`src/rtl/comparador_serial_nb_pkg.sv`:
```
// Shared types and helpers for the bit-serial magnitude comparator.
package comparador_serial_nb_pkg;

    typedef enum logic [1:0] {
        S_IDLE  = 2'd0,
        S_SHIFT = 2'd1,
        S_DONE  = 2'd2
    } state_t;

    // Width of a counter able to hold 0..width.
    function automatic int cnt_w(input int width);
        return $clog2(width + 1);
    endfunction

endpackage

```
`src/rtl/comparador_serial_nb_bit.sv`:
```
// One-bit compare cell: equality and A-greater-than-B for a single bit pair.
module comparador_bit (
    input  logic a_bit,
    input  logic b_bit,
    output logic eq,
    output logic gt
);

    // Pure combinational cell.
    always_comb begin
        eq = ~(a_bit ^ b_bit);
        gt = a_bit & ~b_bit;
    end

endmodule

```
`src/rtl/comparador_serial_nb.sv`:
```
// Bit-serial WIDTH-bit unsigned magnitude comparator, MSB first, with a
// start/busy/done handshake. Flags hold until the next accepted start.
module comparador_serial_nb
    import comparador_serial_nb_pkg::*;
#(
    parameter int  WIDTH      = 8,
    parameter bit  EARLY_EXIT = 1'b1,
    localparam int CNT_W      = cnt_w(WIDTH)
) (
    input  logic             clk,
    input  logic             rst,
    input  logic             start,
    input  logic [WIDTH-1:0] a,
    input  logic [WIDTH-1:0] b,
    output logic             busy,
    output logic             done,
    output logic             a_eq_b,
    output logic             a_gt_b,
    output logic             a_lt_b,
    output logic [CNT_W-1:0] bit_count
);

    state_t             state;
    logic [WIDTH-1:0]   sh_a;
    logic [WIDTH-1:0]   sh_b;
    logic               pend_diff;
    logic               pend_gt;

    logic               bit_eq;
    logic               bit_gt;
    logic               verdict_diff;
    logic               verdict_gt;
    logic [CNT_W-1:0]   cnt_next;
    logic               finish;
    logic               shift_en;

    comparador_bit u_bit (
        .a_bit (sh_a[WIDTH-1]),
        .b_bit (sh_b[WIDTH-1]),
        .eq    (bit_eq),
        .gt    (bit_gt)
    );

    // Fold the current MSB result into the pending verdict; the first
    // difference wins and later bits never overwrite it.
    always_comb begin
        verdict_diff = pend_diff | ~bit_eq;
        verdict_gt   = pend_diff ? pend_gt : bit_gt;
        cnt_next     = bit_count + CNT_W'(1);
        finish       = (cnt_next == CNT_W'(WIDTH)) || (EARLY_EXIT && !bit_eq);
        shift_en     = bit_eq || !EARLY_EXIT;
    end

    // FSM, shift registers, counter and registered result flags.
    always_ff @(posedge clk) begin
        if (rst) begin
            state     <= S_IDLE;
            sh_a      <= '0;
            sh_b      <= '0;
            pend_diff <= 1'b0;
            pend_gt   <= 1'b0;
            busy      <= 1'b0;
            done      <= 1'b0;
            a_eq_b    <= 1'b0;
            a_gt_b    <= 1'b0;
            a_lt_b    <= 1'b0;
            bit_count <= '0;
        end else begin
            case (state)
                S_IDLE, S_DONE: begin
                    done <= 1'b0;
                    if (start) begin
                        sh_a      <= a;
                        sh_b      <= b;
                        pend_diff <= 1'b0;
                        pend_gt   <= 1'b0;
                        a_eq_b    <= 1'b0;
                        a_gt_b    <= 1'b0;
                        a_lt_b    <= 1'b0;
                        bit_count <= '0;
                        busy      <= 1'b1;
                        state     <= S_SHIFT;
                    end else begin
                        busy  <= 1'b0;
                        state <= S_IDLE;
                    end
                end
                S_SHIFT: begin
                    bit_count <= cnt_next;
                    pend_diff <= verdict_diff;
                    pend_gt   <= verdict_gt;
                    if (shift_en) begin
                        sh_a <= {sh_a[WIDTH-2:0], 1'b0};
                        sh_b <= {sh_b[WIDTH-2:0], 1'b0};
                    end
                    if (finish) begin
                        busy   <= 1'b0;
                        done   <= 1'b1;
                        a_eq_b <= ~verdict_diff;
                        a_gt_b <= verdict_diff & verdict_gt;
                        a_lt_b <= verdict_diff & ~verdict_gt;
                        state  <= S_DONE;
                    end
                end
                default: begin
                    busy  <= 1'b0;
                    done  <= 1'b0;
                    state <= S_IDLE;
                end
            endcase
        end
    end

endmodule

```
`config.mk`:
```
export PLATFORM = sky130hd
export DESIGN_NAME = comparador_serial_nb
export DESIGN_NICKNAME = d
export VERILOG_FILES = /design/src/rtl/comparador_serial_nb_pkg.sv /design/src/rtl/comparador_serial_nb_bit.sv /design/src/rtl/comparador_serial_nb.sv
export SDC_FILE = /design/constraint.sdc
export NUM_CORES = 1
export LEC_CHECK = 0
export BUFFER_PORTS_ARGS = -buffer_cell sky130_fd_sc_hd__buf_2
export CAP_MARGIN = 40
export CORE_MARGIN = 3
export CORE_UTILIZATION = 30
export DETAILED_ROUTE_END_ITERATION = 16
export GPL_TIMING_DRIVEN = 0
export PLACE_DENSITY_LB_ADDON = 0.15
export SLEW_MARGIN = 5
export SYNTH_ARGS = -nofsm -noshare
export SYNTH_HDL_FRONTEND = slang
export SYNTH_SLANG_ARGS = --single-unit
```
`constraint.sdc`:
```
create_clock -name clk -period 3.7 [get_ports clk]
set_input_delay 0.37 -clock clk [delete_from_list [all_inputs] [get_ports clk]]
set_output_delay 0.37 -clock clk [all_outputs]
set_load 0.05 [all_outputs]
```
==> impl_metrics.toml, run 1 <==
[setup_path]
rr_worst_depth = 8
path_max_fanout = 10
worstPathArrival_ns = 1.99
crit_chain = "inv_1 -> ha_1 -> clkbuf_1 -> a21o_1 -> buf_6 -> buf_8 -> nor2_1 -> a311oi_2"
cp.required_ns = 3.88
worst-setup-path-type = "reg2reg"
end_kind = "register"
critPathMaxStageDelay_ns = 0.34
critPathSlowestCell = "dfxtp_1"
cp-start-kind = "register"

[global_route]
grt_max_degree = 11
grt_pass1_wl_um = 5858
gr-usage-all-layers_pct = 13.79
antenna_found_initial = 0
overflow = 0
grt_pass1_vias = 1277

[power_and_ir_drop]
p_per_area_nw_per_um2 = 488.7
clkPwrFrac_pct = 34.2
power_uw = 840.1
intPower_uw = 590.0
vdd.ir_drop.worst_mv = 0.1868
leakage_uw = 0.0007066
p_sw_share_pct = 29.77
p_switching_uw = 250.1
combPwrFrac_pct = 22.7
seq_power_share_pct = 43.0

[timing]
fin_worst_skew_ns = 0.002880
setup_viol = 0
finalMaxSlewViolations = 0
worst_pin_slew_ns = 0.6386
hold_violations = 0
slew-limit-headroom_pct = 57.43
post-route-period-util_pct = 48.83
fin_crit_ns = 1.807
final.setup.tns_ns = 0
rsz0062_at_grt = "false"
fmax_ghz = 0.5535
holdWs_ns = 0.3461

[placed_design]
gp_congestion = 0.7928
postPlaceCellArea_um2 = 1618
io_buffers = 27
hpwl_um = 2435

[finish]
areaGrowthSynthToFinish_pct = 21.27
final_area_um2 = 1719
drive_gt1_share_pct = 28.57
design.final.nets = 216
fill_cells = 481
diodes = 0

[synth]
synth_common_cells = "nand2_1 (32), dfxtp_1 (29), nor2_1 (23)"
syn_inst = 161
syn-num-nets = 182
ys_types = 34
yosysSeqAreaShare_pct = 40.95
synth_ff_type = "dfxtp_1"
synth_area_leaders = "dfxtp_1 (41%), a311oi_2 (8.5%), nand2_1 (8.5%), nor2_1 (6.1%), a311oi_1 (3.7%)"
yosys_warnings = 0
async_flop_share_pct = 0
synth_top_area_cell = "dfxtp_1"
synth_edf_count = 0
yosysTopAreaCellShare_pct = 40.95
syn_area_per_cell_um2 = 8.805
synth_area_um2 = 1418
ys_ff_latch = 29
yosysMostFrequentCell = "nand2_1"

[drt]
vias_per_cell = 5.060
drc_errors = 0
dr.pass1.iters = 4
vias = 1255
drtAntennaViolNets = 0
drt_wl_total_um = 3287
drt_iter0_drc = 65
wl_per_cell_um = 13.25

[cts]
cts_hold_buf = 0
htreeDepth = 2
clkTransAtPathRegs_ns = 0.06
clock-sinks = 29
cts_tree = "built"
worstSkewPairLatency_ns = 0.27
root_buffer = "clkbuf_8"
post_cts_buffers = 0
clockBufferDepth = 2
numCtsBuffers = 5
cts_resized = 0

[die]
die_w_um = 74.74
die_area_um2 = 5586
die_y_um = 74.74
rows = 24
io_pins = 28
core_um2 = 4444
start_util_pct = 31.90

[status]
status = "complete, no violations"

[min_path]
hp-class = "in2reg"
worstHoldPathCells = 3

[flow_run]
maxCapViolations = 0
==> power by group through the flow <==
stage               Combinational (uW)  Clock (uW)  Sequential (uW)
finish                             191         288              362
global route                       218         309              367
CTS                                194         292              362
detailed placement                 194           0              368
global placement                   189           0              367
floorplan                          136           0              376
==> layout by cell type (no fill, tap or decap), types with 4 or more instances in the layout <==
cell type / n
clkbuf_8: 7
nand2b_1: 8
nor2_1: 23
nor3b_1: 4
o211ai_1: 4
dfxtp_1: 29
a21oi_1: 8
nand2_1: 32
a311oi_1: 6
buf_2: 29
a311oi_2: 8
==> cells by family after synthesis <==
group           share of synthesized area, %
fa+ha+maj                              1.765
flops                                  40.95
mux                                    3.795
buf+inv                                6.530
simple gates                           24.54
xor+xnor                               1.236
compound gates                         21.18
==> layout make-up <==
type | instances | area [um^2] | share of cell area [%]
Buffer | 12 | 88.84 | 5.167
Clock buffer | 7 | 96.34 | 5.604
Clock inverter | 1 | 5.005 | 0.2911
Inverter | 1 | 3.754 | 0.2183
Multi-Input combinational cell | 119 | 744.5 | 43.30
Sequential cell | 29 | 580.6 | 33.77
Tap cell | 52 | 65.06 | 3.785
Timing Repair Buffer | 27 | 135.1 | 7.860
==> state kept, by name (all words and copies together), names as in the netlist <==
| name | count |
|---|---|
| a_gt_b | 1 |
| pend_gt | 1 |
| sh_a | 8 |
| sh_b | 8 |
| bit_count | 4 |
| pend_diff | 1 |
| done | 1 |
| a_lt_b | 1 |
| busy | 1 |
| a_eq_b | 1 |
| state | 2 |
==> routing by layer <==
metal,track usage [%],part of all wire (%),up-vias
met1,17.72,49,598
met5,0,0,-
met4,4.150,1.2,0
met3,4.005,3.6,5
met2,22.44,47,23
li1,-,-,629
==> final timing paths <==
path | startpoint | slack [ns] | endpoint
min | a[0] | 0.35 | sh_a[0]
min reg2reg | done | 0.47 | done
max | sh_b[7] | 1.89 | sh_a[5]
max reg2reg | sh_b[7] | 1.89 | sh_a[5]
==> metrics by stage <==
stage	instances	utilization [%]	setup slack, ns
floorplan	161	-	2.045
global placement	240	36.40	1.948
detailed placement	240	36.40	1.892
CTS	248	38.68	1.874
global route	248	38.68	1.710
finish	248	38.68	1.893
==> critical path, delay by kind of cell, from the launching register on <==
kind	cells	cell delay [ns]
DFF	1	0.34
AOI/OAI and AO/OA	2	0.41
buffers and inverters	4	0.66
and+or+nand+nor	1	0.05
adders and majority gates	1	0.26
(Power assumes the default switching activity.)
==> run 2, diff against run 1 <==
Settings changed: ABC_AREA set to 1.
Clock period 3.7 ns to 1.7 ns, I/O delays scaled along.
==> run 2 against run 1 <==
Net effect:
- maximum frequency grew 23%
- worst setup slack worse by 1.7 ns
- via count fell by 4.7%
==> impl_metrics.toml, run 2 <==
[synth]
synth_area_leaders = "dfxtp_1 (45%), nand2_1 (13%), o21ai_0 (7.0%), a31oi_1 (6.8%), buf_6 (4.4%)"
ys_types = 21
muxShareOfSynthArea_pct = 0
syn_area_per_cell_um2 = 7.717
synth_xor_area_share_pct = 0
synthSimpleGateAreaFrac_pct = 23.11
yosysMostFrequentCell = "nand2_1"
yosysSeqAreaShare_pct = 45.05
syn_inst = 167
ys_ff_latch = 29
synth_area_um2 = 1289
synthAdderAreaFrac_pct = 1.942
yosys_warnings = 0
synth_common_cells = "nand2_1 (45), dfxtp_1 (29), o21ai_0 (18)"
synth_top_area_cell = "dfxtp_1"
synth_compound_area_share_pct = 19.81
synth_ff_type = "dfxtp_1"
synth_top_family_by_area = "simple AND/OR/NAND/NOR gates"
yosysTopAreaCellShare_pct = 45.05
syn-num-nets = 188
synth_edf_count = 0
async_flop_share_pct = 0

[min_path]
hp-class = "in2reg"

[setup_path]
worstPathArrival_ns = 1.63
crit_family = "buffers and inverters"
path_buf_inv = 4
worst_path_most_repeated_cell = "buf_6"
crit_chain = "inv_1 -> ha_1 -> inv_2 -> o21ai_2 -> buf_6 -> buf_6 -> a31oi_1"
cp-start-kind = "register"
end_kind = "register"
critPathMaxStageDelay_ns = 0.34
path_max_fanout = 10
worst-setup-path-type = "reg2reg"
critPathSlowestCell = "ha_1"
cp.required_ns = 1.86

[flow_run]
maxCapViolations = 0

[drt]
vias = 1196
drt_iter0_drc = 36
top_layer = "met4"
drt_wl_total_um = 2869
dr_wl_met2_um = 1346
drc_errors = 0
drtAntennaViolNets = 0
dr.pass1.iters = 4
wl_per_cell_um = 11.43
drt-met1-wl_um = 1326
route.met3.wl_um = 162
vias_per_cell = 4.765

[power_and_ir_drop]
leakage_uw = 0.0006928
p_per_area_nw_per_um2 = 1105
vdd.ir_drop.worst_mv = 0.4556

[timing]
rsz0062_at_grt = "false"
hold_violations = 0
finalMaxSlewViolations = 0
post-route-period-util_pct = 86.57
fmax_ghz = 0.6795
slew-limit-headroom_pct = 83.33
worst_pin_slew_ns = 0.2519
setup_viol = 0
holdWs_ns = 0.1567
fin_crit_ns = 1.472
final.setup.tns_ns = 0
fin_worst_skew_ns = 0.002642

[cts]
worstSkewPairLatency_ns = 0.27
numCtsBuffers = 5
htreeDepth = 2
clock-sinks = 29
post_cts_buffers = 0
clockBufferDepth = 2
clkTransAtPathRegs_ns = 0.06
cts_hold_buf = 0
root_buffer = "clkbuf_8"
cts_resized = 0
cts_tree = "built"

[finish]
multiInputGateArea_um2 = 578.1
areaGrowthSynthToFinish_pct = 21.17
design.final.nets = 221
seq_area_um2 = 580.6
mostFrequentLayoutCells = "nand2_1 (45), buf_2 (30), dfxtp_1 (29)"
fill_cells = 443
reg_top3 = "sh_a: 8 flops, sh_b: 8 flops, bit_count: 4 flops"
final_common_cell = "nand2_1"
diodes = 0
fin_cells = 251
drive_gt1_share_pct = 26.37

[global_route]
grt_max_degree = 11
grt_pass1_wl_um = 4871
overflow = 0
antenna_found_initial = 0
gr-usage-all-layers_pct = 12.21
grt_pass1_vias = 1089

[placed_design]
hpwl_um = 2136
io_buffers = 26
place_inst = 243
gp_congestion = 0.7864

[status]
status = "complete, no violations"

[die]
core_um2 = 4086
die_y_um = 71.54
die_area_um2 = 5118
start_util_pct = 31.54
die_w_um = 71.54
io_pins = 28
rows = 23
-- run 2: routing by layer --
metal  GRT usage (%)  up-vias
li1                -      621
met1           15.52      541
met2           18.47       30
met3           4.769        4
met4           5.010        0
met5               0        -
-- run 2: kinds of logic after synthesis --
logic type / Yosys count
compound gates: 45
fa+ha+maj: 2
buf+inv: 23
flops: 29
simple gates: 68
-- run 2: final cells by class --
| cell class | count | area share, % |
|---|---|---|
| repair buffers | 26 | 8.333 |
| clock buffers | 8 | 5.128 |
| flip-flops and latches | 29 | 37.18 |
| plain buffers | 9 | 4.888 |
| well taps | 50 | 4.006 |
| inverters | 14 | 3.446 |
| multi-input cells | 115 | 37.02 |
-- run 2: power by group --
part | switching, uW | leakage [uW] | internal [uW]
Sequential | 39.5 | 0.000239 | 755
Combinational | 258 | 0.000415 | 144
Clock | 239 | 0.0000395 | 290
-- run 2: final timing paths --
kind | startpoint | endpoint | slack [ns] | cells past startpoint
worst max register to register | sh_b[7] | sh_b[7] | 0.23 | 7
worst min register to register | sh_b[0] | sh_b[0] | 0.46 | 2
worst min-delay path | a[1] | sh_a[1] | 0.16 | 3
worst max-delay path | sh_b[7] | sh_b[7] | 0.23 | 7
-- run 2: worst min-delay path, stage by stage --
cell and delay [ns]:
buf_2 0.09, nand2_1 0.05, a31oi_1 0.07
-- run 2: through the flow --
step	setup slack [ns]	total power (uW)	util, %	cell area [um^2]
finish	0.2283	1725	38.21	1562
CTS	0.2014	1754	38.21	1562
detailed placement	0.2254	1217	36.25	1481
floorplan	0.1319	1115	-	1289
global placement	0.2476	1209	36.25	1481
global route	0.09121	1842	38.21	1562
==> run 3, diff against run 2 <==
Settings changed: REMOVE_ABC_BUFFERS set to 1.
==> run 3 against run 2 <==
Net effect:
- critical path depth is the same
- total power shrank 1.4%
- sequential cell count is the same
- worst setup slack lost 0.027 ns
- via count shrank 2.3%
- largest power group unchanged
- highest routed layer unchanged
- critical endpoint is now sh_b[1]
==> impl_metrics.toml, run 3 (synthesis gave the netlist of run 2 again) <==
[status]
status = "complete, no violations"

[finish]
fill_cells = 452
areaGrowthSynthToFinish_pct = 16.80
reg_top3 = "sh_a: 8 flops, sh_b: 8 flops, bit_count: 4 flops"
diodes = 0
multiInputGateArea_um2 = 578.1
final_common_cell = "nand2_1"
drive_gt1_share_pct = 23.71
design.final.nets = 214
seq_area_um2 = 580.6
mostFrequentLayoutCells = "nand2_1 (45), dfxtp_1 (29), buf_2 (27)"
final_area_um2 = 1505

[cts]
root_buffer = "clkbuf_8"
clkTransAtPathRegs_ns = 0.06
post_cts_buffers = 0
clock-sinks = 29
cts_hold_buf = 0
cts_resized = 0
htreeDepth = 2
numCtsBuffers = 5
clockBufferDepth = 2
cts_tree = "built"
worstSkewPairLatency_ns = 0.27

[setup_path]
worstPathArrival_ns = 1.70
end_kind = "register"
cp-start-kind = "register"
worst-setup-path-type = "reg2reg"
crit_chain = "inv_1 -> ha_1 -> inv_2 -> o21ai_2 -> buf_8 -> o21ai_0 -> a31oi_1"
critPathSlowestCell = "ha_1"
critPathMaxStageDelay_ns = 0.35
path_max_fanout = 29
cp.required_ns = 1.90

[timing]
fin_worst_skew_ns = 0.004022
fmax_ghz = 0.6671
slew-limit-headroom_pct = 58.61
post-route-period-util_pct = 88.17
setup_viol = 0
finalMaxSlewViolations = 0
rsz0062_at_grt = "false"
worst_pin_slew_ns = 0.6201
hold_violations = 0
fin_crit_ns = 1.499

[die]
rows = 23
io_pins = 28
die_y_um = 71.54
die_area_um2 = 5118
start_util_pct = 31.54
die_w_um = 71.54
core_um2 = 4086

[power_and_ir_drop]
leakage_uw = 0.0006590
p_per_area_nw_per_um2 = 1130
vdd.ir_drop.worst_mv = 0.4655
power_uw = 1700

[global_route]
overflow = 0
grt.busiest_layer = "met2"
gr-usage-all-layers_pct = 11.81
grt_pass1_vias = 1042
grt_max_degree = 30
grt_use_met2_pct = 17.65
use_met3_pct = 4.628
grt_pass1_wl_um = 4712
grt_use_met1_pct = 15.13
antenna_found_initial = 0

[flow_run]
maxCapViolations = 0

[drt]
vias_per_cell = 4.791
wl_per_cell_um = 11.57
drt_iter0_drc = 71
drc_errors = 0
vias = 1169
drtAntennaViolNets = 0
drt_wl_total_um = 2823
dr.pass1.iters = 4

[placed_design]
hpwl_um = 1938
io_buffers = 27
postPlaceCellArea_um2 = 1425
gp_congestion = 0.7794

[min_path]
hp-class = "in2reg"
==> run 3: cell types whose count changed in the layout (fill, tap and decap cells not counted), sizes merged <==
cell / change
buf: -7
==> run 3: report_power, final <==
group | internal, uW | total (uW) | switching, uW
clock network | 290 | 533 | 243
logic | 119 | 374 | 254
registers | 755 | 794 | 38.6
==> run 3: metal layers <==
layer  wire (um)  vias up
li1            -      611
met1        1343      522
met2        1267       30
met3         161        6
met4          50        0
met5           0        -
==> run 3: through the flow <==
stage / setup slack [ns] / hold slack (ns) / std cells / TNS (ns) / utilization, %
finish: 0.2010 / 0.1618 / 244 / 0 / 36.83
global route: 0.04101 / 0.1521 / 244 / 0 / 36.83
CTS: 0.1916 / 0.1506 / 244 / 0 / 36.83
detailed placement: 0.2116 / 0.4500 / 236 / 0 / 34.87
global placement: -0.2062 / 0.4421 / 235 / -3.128 / 34.51
floorplan: 0.07276 / 0.2391 / 158 / 0 / -
==> run 3: layout make-up <==
cell class | instances | share of cell area (%)
multi-input combinational | 115 | 38.40
inverter | 14 | 3.574
clock buffer | 8 | 5.320
tap | 50 | 4.156
sequential | 29 | 38.57
timing repair buffer | 28 | 9.975
==> run 3: worst max-delay path, delay by kind of cell, from the launching register on <==
kind | cells | cell delay, ns
DFF | 1 | 0.32
adders and majority gates | 1 | 0.35
buffers and inverters | 3 | 0.31
AOI/OAI and AO/OA | 3 | 0.43
==> run 3: worst paths after layout <==
kind / start / endpoint / slack, ns / depth (start not counted)
hold / removal: a[2] / sh_a[2] / 0.16 / 3
setup reg to reg: sh_b[7] / sh_b[1] / 0.20 / 7
setup / recovery: sh_b[7] / sh_b[1] / 0.20 / 7
hold reg to reg: a_eq_b / a_eq_b / 0.47 / 2
